[src/rtl/spi_cmd_sequencer.sv]
// Sequences one command byte through an SPI peripheral core: setup, start, drain, response.
// All outputs are registered; they are decoded from the next state and latched on the same edge as the state.
module spi_cmd_sequencer #(
  parameter int unsigned TIMEOUT_CYCLES = 255
) (
  input  logic        spi_clk_i,
  input  logic        spi_rst_i,
  input  logic [7:0]  seq_cmd_i,
  input  logic [4:0]  seq_cfg_i,
  input  logic        seq_cmd_valid_i,
  output logic        seq_cmd_ready_o,
  output logic [15:0] seq_rsp_o,
  output logic        seq_rsp_err_o,
  output logic        seq_rsp_valid_o,
  input  logic        seq_rsp_ready_i,
  output logic        seq_busy_o,
  output logic [7:0]  spi_data_o,
  output logic [5:0]  spi_statusreg_o,
  input  logic [15:0] spi_data_i,
  input  logic        spi_doneflag_i
);

  typedef enum logic [2:0] {IDLE, SETUP, START, DRAIN, RESP} state_e;

  localparam logic [15:0] CNT_LAST = 16'(TIMEOUT_CYCLES - 1);

  state_e      state_q, state_d;
  logic [15:0] cnt_q, cnt_d;
  logic [7:0]  cmd_q, cmd_d;
  logic [4:0]  cfg_q, cfg_d;
  logic [15:0] rsp_q, rsp_d;
  logic        err_q, err_d;
  logic        valid_q, valid_d;
  logic        busy_q, busy_d;
  logic        ready_q, ready_d;
  logic [5:0]  status_q, status_d;

  logic accept;
  logic cnt_expired;

  assign accept      = seq_cmd_valid_i & ready_q;
  assign cnt_expired = (cnt_q == CNT_LAST);

  // State and registered outputs
  always_ff @(posedge spi_clk_i) begin
    // NOTE: non-blocking assignments so every flop samples pre-edge values, independent of statement order.
    if (spi_rst_i) begin
      state_q  <= IDLE;
      cnt_q    <= '0;
      cmd_q    <= '0;
      cfg_q    <= '0;
      rsp_q    <= '0;
      err_q    <= 1'b0;
      valid_q  <= 1'b0;
      busy_q   <= 1'b0;
      ready_q  <= 1'b0;
      status_q <= '0;
    end else begin
      state_q  <= state_d;
      cnt_q    <= cnt_d;
      cmd_q    <= cmd_d;
      cfg_q    <= cfg_d;
      rsp_q    <= rsp_d;
      err_q    <= err_d;
      valid_q  <= valid_d;
      busy_q   <= busy_d;
      ready_q  <= ready_d;
      status_q <= status_d;
    end
  end

  // Next-state logic; done outranks the START timeout
  always_comb begin
    // NOTE: a default on every path keeps this purely combinational (no latch).
    state_d = state_q;
    unique case (state_q)
      IDLE:  if (accept) state_d = SETUP;
      SETUP: if (cnt_q == 16'd1) state_d = START;
      START: if (spi_doneflag_i || cnt_expired) state_d = DRAIN;
      DRAIN: if (!spi_doneflag_i || cnt_expired) state_d = RESP;
      RESP:  if (seq_rsp_ready_i) state_d = IDLE;
      default: state_d = IDLE;
    endcase
  end

  // Datapath and output decode
  always_comb begin
    cmd_d = cmd_q;
    cfg_d = cfg_q;
    rsp_d = rsp_q;
    err_d = err_q;

    if (state_q == IDLE && accept) begin
      cmd_d = seq_cmd_i;
      cfg_d = seq_cfg_i;
    end

    if (state_q == START) begin
      if (spi_doneflag_i) begin
        rsp_d = spi_data_i;
        err_d = 1'b0;
      end else if (cnt_expired) begin
        rsp_d = '0;
        err_d = 1'b1;
      end
    end

    // A done flag stuck high through the whole drain window flags the response, keeping its data
    if (state_q == DRAIN && spi_doneflag_i && cnt_expired) err_d = 1'b1;

    if (state_d == IDLE || state_d == RESP || state_d != state_q) begin
      cnt_d = '0;
    end else if (cnt_q == 16'hFFFF) begin
      cnt_d = cnt_q;
    end else begin
      cnt_d = cnt_q + 16'd1;
    end

    valid_d = (state_d == RESP);
    busy_d  = (state_d != IDLE);
    ready_d = (state_d == IDLE);

    unique case (state_d)
      IDLE:    status_d = '0;
      START:   status_d = {cfg_d, 1'b1};
      default: status_d = {cfg_d, 1'b0};
    endcase
  end

  assign seq_cmd_ready_o = ready_q;
  assign seq_rsp_o       = rsp_q;
  assign seq_rsp_err_o   = err_q;
  assign seq_rsp_valid_o = valid_q;
  assign seq_busy_o      = busy_q;
  assign spi_data_o      = cmd_q;
  assign spi_statusreg_o = status_q;

endmodule

[config.mk]
export PLATFORM = sky130hd
export DESIGN_NAME = spi_cmd_sequencer
export DESIGN_NICKNAME = d
export VERILOG_FILES = /design/src/rtl/spi_cmd_sequencer.sv
export SDC_FILE = /design/constraint.sdc
export NUM_CORES = 1
export LEC_CHECK = 0
export ABC_CLOCK_PERIOD_IN_PS = 2100
export BUFFER_PORTS_ARGS = -buffer_cell sky130_fd_sc_hd__buf_2
export CORE_MARGIN = 1.5
export CORE_UTILIZATION = 51
export CTS_CLUSTER_DIAMETER = 100
export CTS_CLUSTER_SIZE = 40
export DETAILED_ROUTE_END_ITERATION = 12
export PLACE_DENSITY = 0.87
export SLEW_MARGIN = 20
export SYNTH_ARGS = -nofsm -noshare
export SYNTH_HDL_FRONTEND = slang
export SYNTH_SLANG_ARGS = --single-unit
export TNS_END_PERCENT = 1
[constraint.sdc]
create_clock -name spi_clk_i -period 2.1 [get_ports spi_clk_i]
set_input_delay 0.63 -clock spi_clk_i [delete_from_list [all_inputs] [get_ports spi_clk_i]]
set_output_delay 0.63 -clock spi_clk_i [all_outputs]
set_load 0.02 [all_outputs]
[After elaboration in Yosys (flattened, before gate mapping)]
Cells that the tools add are included.
Storage, ports and cells
  bits in registers: 58
  output and inout bits: 34
Cells by class
  $add $sub $neg: 1
  eq/ne operators: 10
  mux-type cells: 14
  bitwise operators: 1
  reductions and logical operators: 17
Operator list (number)
  $mux W16: 2
  $add A16 B1 Y16 const B: 1
  $eq A16 B1 Y1 const B: 1
  $eq A16 B16 Y1 const B: 1
  $eq A16 B8 Y1 const B: 1
  $mux W3: 5
  $pmux W3 S5: 1
  $pmux W6 S2: 1
  $eq A3 B2 Y1 const B: 3
  $eq A3 B3 Y1 const B: 2
  $logic_not A3 Y1: 2
  $reduce_bool A3 Y1: 2
  $mux W5: 1
  $logic_or A1 B1 Y1: 4
  $mux W1: 4
  $reduce_and A2 Y1: 2
  $reduce_bool A2 Y1: 2
  $eq A3 B1 Y1 const B: 1
  $logic_and A1 B1 Y1: 3
  $ne A3 B3 Y1: 1
  $reduce_or A2 Y1: 1
  $and A1 B1 Y1: 1
  $logic_not A1 Y1: 1

[Logic depth before layout (Yosys ltp)]
Gate-level depths: netlist of the first run.
  depth in word-level cells: 8
  mapped depth: 7
  depth with buffers taken out: 6

[Worst setup path after synthesis of the first run]
No wires, ideal clock.
  kind: register to register
  from: register cnt_q[0]
  to: register cnt_q[10]
  library setup time: 0.070 ns
  arrival: 1.865 ns
  required time: 2.030 ns
  path slack: 0.166 ns
  stages on the path, launching flop included: 7
  clock period less this slack: 1.934 ns
  cell sequence: dfxtp_1 ha_1 clkbuf_1 inv_1 or3_1 or4_1 a21oi_1
On the way
  longest elaborated chain between the ends: 8
  elaborated cells between the ends (all ways): 16
  those cells by class: 1 x add/sub; 5 x eq/ne; 4 x mux; 6 x reduce/logical
RTL lines
  start, declared: RTL line 28  | logic [15:0] cnt_q, cnt_d;
  start signal, assigned: RTL line 60  | cnt_q <= cnt_d;
  $eq A16 B8 Y1: RTL line 42  | assign cnt_expired = (cnt_q == CNT_LAST);
  $logic_or A1 B1 Y1, on equally long branches: RTL line 80, 79
  $mux W3, on equally long branches: RTL line 80, 79
  $pmux W3 S5: RTL line 76  | unique case (state_q)
  $eq A3 B3 Y1 or $logic_not A3 Y1 (tied branches): RTL line 111  | if (state_d == IDLE || state_d == RESP || state_d != state_q) begin
  $logic_or A1 B1 Y1 (2 in a row): RTL line 111
  $reduce_or A2 Y1 (no line)
Parallel ways exist; a longest one is shown, timed or not.
A chain may end at the register's enable or synchronous reset.

[Worst setup path after layout of the first run]
  from: register cnt_q[0]
  to: register cnt_q[15]
Same word-level chain as after synthesis.

==> qor.csv, run 1 <==
metric,value,unit
status,"finished, violations left",
failing checks,DRC,
CTS Sinks,58,
Reg2Reg Setup Slack,0.08,ns
Ys Warns,0,
antenna cells,0,
startpoint types,flop,
CP cell instances,ha_1 > or4b_1 > o41ai_2 > o32a_2 > a311oi_1,
CTS Hold Bufs,0,
IO Pins,68,
WHS,0.450,ns
largest net degree at the start of global routing,26,
Final HPWL DP,3820,um
"Async S/R FF share, synth",0,%
Iter 0 DRT Violations,121,
IO Port Bufs,67,
ratio of cells with drive above 1 in the final layout,31.1,%
Placer Congestion,0.865,
starting density of the core,53.9,%
Tot Pwr,2.19,mW
final-report setup violation count,0,
Setup Buffers After CTS,0,
Max Clock Skew,0.00447,ns
routed wire length,5430,um
worst skew pair latency,0.33,ns
DR WL/cell,14.1,um
fin nets,367,
CTS buffer count,9,
Least-Margin Pin Slew,0.583,ns
main flop type after synthesis,dfxtp_1,
highest-delay cell along the critical path,or4b_1,
DR vias,2208,
mean post-synth cell area,9.47,um^2
CTS Root Cell,clkbuf_8,
crit-path max cell delay,0.50,ns
Post-Syn Area,2390,um^2
max-slew violation count,0,
vias in the first global route,1981,
DR pass1 iterations,8,
# Max-Cap Violations,0,
R2R cell count,5,
Horiz. Die Dim,71.5,um
sequential element share of the synthesized area,48.5,%
Worst R2R End,cnt_q[15],
Avg Vias per Cell,5.72,
RSZ-0062 raised after global routing,false,
minimum clock period,2.02,ns
Crit Path Category,reg -> reg,
crit path max fanout,16,
Crit. End Element,flop,
Cells after Synth,253,
FF-to-FF Start,cnt_q[0],
first-pass GRT wire length,8760,um
Area Growth Syn to Fin,24.5,%
initial antenna violation count,0,
ANT nets after route,0,
row count,24,
worst hold path type,reg -> reg,
Die H,71.5,um
synthesized flop and latch total,58,
DRC,9,
"most common cell after layout, fill and taps aside",buf_2,
Peak Freq,494,MHz
CTS HTree Levels,3,
Post-CTS Resized,0,
peak supply drop,519,uV
period utilization,96.3,%
WP data required,2.28,ns
die area,5120,um^2
"Distinct cells, synth",48,
Worst Setup SP,cnt_q[0],
GR Util All Layers,21.9,%
"CTS clk-pin slew, worst paths",0.06,ns
Post-Synthesis Net Count,290,
Post-synth EDFFs,0,
overflow left after global routing,0,
PwrDens,735,nW/um^2
Slew headroom,60.8,%
core area,4440,um^2
CTS tree,built,
Post-Route Setup TNS,0,ns
most frequent cells in the layout,"buf_2 (67), dfxtp_1 (58), nand2_1 (25)",
Hold Fails Final Rpt,0,
Worst EP arrival,2.20,ns
CTS Buffer Depth,2,
Lkg Pwr,1.20,nW
CP Capture Point,cnt_q[15],
power by group:
group	total, mW	internal, mW	switching, mW	leakage (nW)
registers	1.15	1.13	0.0180	0.469
clock network	0.816	0.413	0.404	0.0827
logic	0.222	0.0910	0.131	0.644
cell type report:
| type | instances | area [um^2] |
|---|---|---|
| Clock inverter | 4 | 20.0 |
| Inverter | 6 | 22.5 |
| Clock buffer | 11 | 131 |
| Tap cell | 52 | 65.1 |
| Multi-Input combinational cell | 176 | 1150 |
| Timing Repair Buffer | 79 | 425 |
| Sequential cell | 58 | 1160 |
| Fill cell | 356 | 1460 |
how the worst min path moves through the flow:
stage                               end  cells after the start          start  slack (ns)
after CTS                 spi_data_o[2]                      2  spi_data_o[2]        0.45
after global routing      spi_data_o[7]                      2  spi_data_o[7]        0.48
after floorplan                cfg_q[1]                      2       cfg_q[1]        0.46
final                     spi_data_o[7]                      2  spi_data_o[7]        0.45
after global placement    spi_data_o[0]                      2  spi_data_o[0]        0.44
after detailed placement  spi_data_o[2]                      2  spi_data_o[2]        0.44
through the flow:
step / instance area (um^2) / util, % / instances / setup WS (ns)
final: 2980 / 67.1 / 386 / 0.0770
after global routing: 2980 / 67.1 / 386 / 0.0222
after CTS: 2970 / 66.9 / 386 / 0.0735
after detailed placement: 2820 / 63.5 / 371 / 0.0994
after global placement: 2820 / 63.5 / 371 / 0.198
after floorplan: 2390 / - / 253 / 0.166
logic make-up (layout without fill, tap and decap cells):
kind of cell | Yosys count | after routing | share of synthesized area [%]
flops | 58 | 58 | 48.5
buf+inv | 19 | 100 | 3.60
compound gates | 63 | 63 | 19.4
xor+xnor | 1 | 1 | 0.366
mux | 6 | 6 | 2.51
simple gates | 103 | 103 | 24.1
fa+ha+maj | 3 | 3 | 1.57
synth_stat cells, drive strengths merged (2+ instances only):
cell type / n / area [um^2]
nor2b: 5 / 31.3
o41ai: 2 / 43.8
a21oi: 24 / 124
ha: 3 / 37.5
o21ai: 3 / 15.0
mux2i: 6 / 60.1
nand4: 6 / 37.5
and3: 2 / 12.5
o31ai: 3 / 22.5
clkbuf: 7 / 26.3
and2: 2 / 12.5
nor2: 12 / 47.6
nand2: 25 / 93.8
nand3: 8 / 40.0
a22o: 16 / 140
or4: 8 / 67.6
nor3: 14 / 70.1
inv: 6 / 22.5
buf: 6 / 37.5
or2: 3 / 18.8
a31oi: 4 / 25.0
nor4: 7 / 65.1
a211oi: 5 / 37.5
dfxtp: 58 / 1160
or3: 6 / 37.5
layer usage:
metal	global-route usage (%)	wire, um
met3	7.03	418
met5	0	0
met2	36.3	2630
met1	26.0	2340
met4	9.64	51
registers in the layout (all words and copies together), names as in the netlist:
register         cells
seq_rsp_o           16
seq_busy_o           1
cnt_q               16
seq_cmd_ready_o      1
state_q              3
cfg_q                5
seq_rsp_valid_o      1
seq_rsp_err_o        1
spi_data_o           8
spi_statusreg_o      6
worst max-delay path: cells and delay by family (launching register included):
kind | cells | cell delay (ns)
and+or+nand+nor | 1 | 0.50
AOI/OAI and AO/OA | 3 | 0.85
DFF | 1 | 0.36
adders and majority gates | 1 | 0.15
(Power assumes the default switching activity.)
==> inputs of run 2 (changes only) <==
- CORE_MARGIN: 1.5 -> not set
- RECOVER_POWER: not set -> 25
- SETUP_SLACK_MARGIN: not set -> 0.4
==> qor.csv, run 2 (synthesized netlist as in run 1, its figures left out) <==
metric,value,unit,change
status,"finished, violations left",,
failing checks,DRC,,
highest-delay cell along the critical path,or4b_4,,
Max Clock Skew,0.0108,ns,+0.00631 ns
# Max-Cap Violations,0,,unchanged
crit-path max cell delay,0.51,ns,about the same
minimum clock period,1.97,ns,-0.0483 ns
Placer Congestion,0.888,,+2.7%
CTS Buffer Depth,2,,unchanged
Iter 0 DRT Violations,151,,+25%
DR WL/cell,15.9,um,+13%
Worst EP arrival,2.20,ns,about the same
peak supply drop,617,uV,+19%
Die H,70.5,um,-1.4%
Area Growth Syn to Fin,32.9,%,
worst skew pair latency,0.34,ns,about the same
die area,4970,um^2,-2.8%
first-pass GRT wire length,9870,um,+13%
Finished Cell Area,3180,um^2,+6.8%
max-slew violation count,0,,unchanged
CTS Root Cell,clkbuf_8,,
CTS Sinks,58,,unchanged
Avg Vias per Cell,5.99,,+4.8%
ANT nets after route,0,,unchanged
DRC,6,,-3
row count,24,,unchanged
DR vias,2349,,+6.4%
RSZ-0062 raised after global routing,true,,
period utilization,94.0,%,-2.3 points
IO Port Bufs,67,,unchanged
routed wire length,6220,um,+14%
Post-Route Setup TNS,0,ns,unchanged
PwrDens,805,nW/um^2,+9.5%
CP cell instances,inv_2 > ha_4 > or4b_4 > o41ai_4 > o32a_4 > nor3_1,,
"CTS clk-pin slew, worst paths",0.07,ns,about the same
DR pass1 iterations,9,,+1
worst hold path type,reg -> reg,,
Crit Path Category,reg -> reg,,
starting density of the core,53.9,%,unchanged
WP data required,2.32,ns,+0.04 ns
vias in the first global route,2104,,+6.2%
Least-Margin Pin Slew,0.615,ns,+0.0315 ns
CTS HTree Levels,3,,unchanged
Peak Freq,506,MHz,+2.4%
largest net degree at the start of global routing,21,,-19%
most frequent cells in the layout,"dfxtp_1 (53), buf_2 (44), nand2_1 (25)",,
"Core Util, Final",71.6,%,+4.5 points
Hold Fails Final Rpt,0,,unchanged
Lkg Pwr,1.16,nW,-2.7%
"CP delay by family, top",compound AO/OA/AOI/OAI gates,,
crit path max fanout,8,,-8
core area,4440,um^2,unchanged
ratio of cells with drive above 1 in the final layout,30.6,%,-0.55 points
CTS tree,built,,
initial antenna violation count,0,,unchanged
Crit. End Element,flop,,
Final HPWL DP,3780,um,-0.99%
overflow left after global routing,0,,unchanged
final-report setup violation count,0,,unchanged
Horiz. Die Dim,70.5,um,-1.4%
Slew headroom,58.6,%,-2.1 points
fin nets,372,,+1.4%
CTS Hold Bufs,0,,unchanged
GR Util All Layers,25.8,%,+4.0 points
startpoint types,flop,,
antenna cells,0,,unchanged
CTS buffer count,9,,unchanged
Area after DPL,2810,um^2,-0.49%
Buf/Inv on CP,1,,+1
"most common cell after layout, fill and taps aside",dfxtp_1,,
IO Pins,68,,unchanged
-- run 2: worst min-delay path, stage by stage, from the launching register on --
cell and delay (ns):
dfxtp_1 0.31, nand2_1 0.05, a21oi_1 0.05
-- run 2: layout make-up --
class,instances,area (um^2)
Multi-Input combinational cell,178,1280
Fill cell,318,1260
Sequential cell,58,1170
Timing Repair Buffer,82,419
Clock buffer,10,138
Clock inverter,6,88.8
Tap cell,52,65.1
Inverter,6,22.5
-- run 2: worst paths after layout --
check                                      to           from  slack (ns)  depth (start not counted)
worst max-delay path                 cnt_q[7]       cnt_q[1]        0.13                          6
worst min-delay path            spi_data_o[5]  spi_data_o[5]        0.45                          2
worst max register to register       cnt_q[7]       cnt_q[1]        0.13                          6
worst min register to register  spi_data_o[5]  spi_data_o[5]        0.45                          2
-- run 2: metrics by stage --
step                hold WS (ns)  power [mW]  instances  setup slack (ns)
floorplan                  0.455        1.32        253             0.245
CTS                        0.455        2.56        390             0.213
global placement           0.439        1.39        369             0.150
global route               0.470        2.66        392            0.0845
detailed placement         0.445        1.39        369             0.116
finish                     0.453        2.56        392             0.125
-- run 2: repair_timing --
item	CTS	global route
resized for setup	13	9
setup buffers	3	2
setup endpoints to repair	38	44
cloned	2	0
pin swaps	6	2
-- run 2: routing by layer --
layer / part of all wire [%] / vias up / global-route usage, %
met5: 0 / - / 0
met4: 2.6 / 0 / 10.2
met3: 7.2 / 21 / 8.51
met2: 48 / 116 / 42.0
met1: 42 / 1092 / 31.8
li1: - / 1120 / -
-- run 2: report_power, final --
group | internal, mW | leakage (nW) | switching, mW
Clock | 0.702 | 0.109 | 0.457
Sequential | 1.13 | 0.472 | 0.0216
Combinational | 0.102 | 0.583 | 0.145
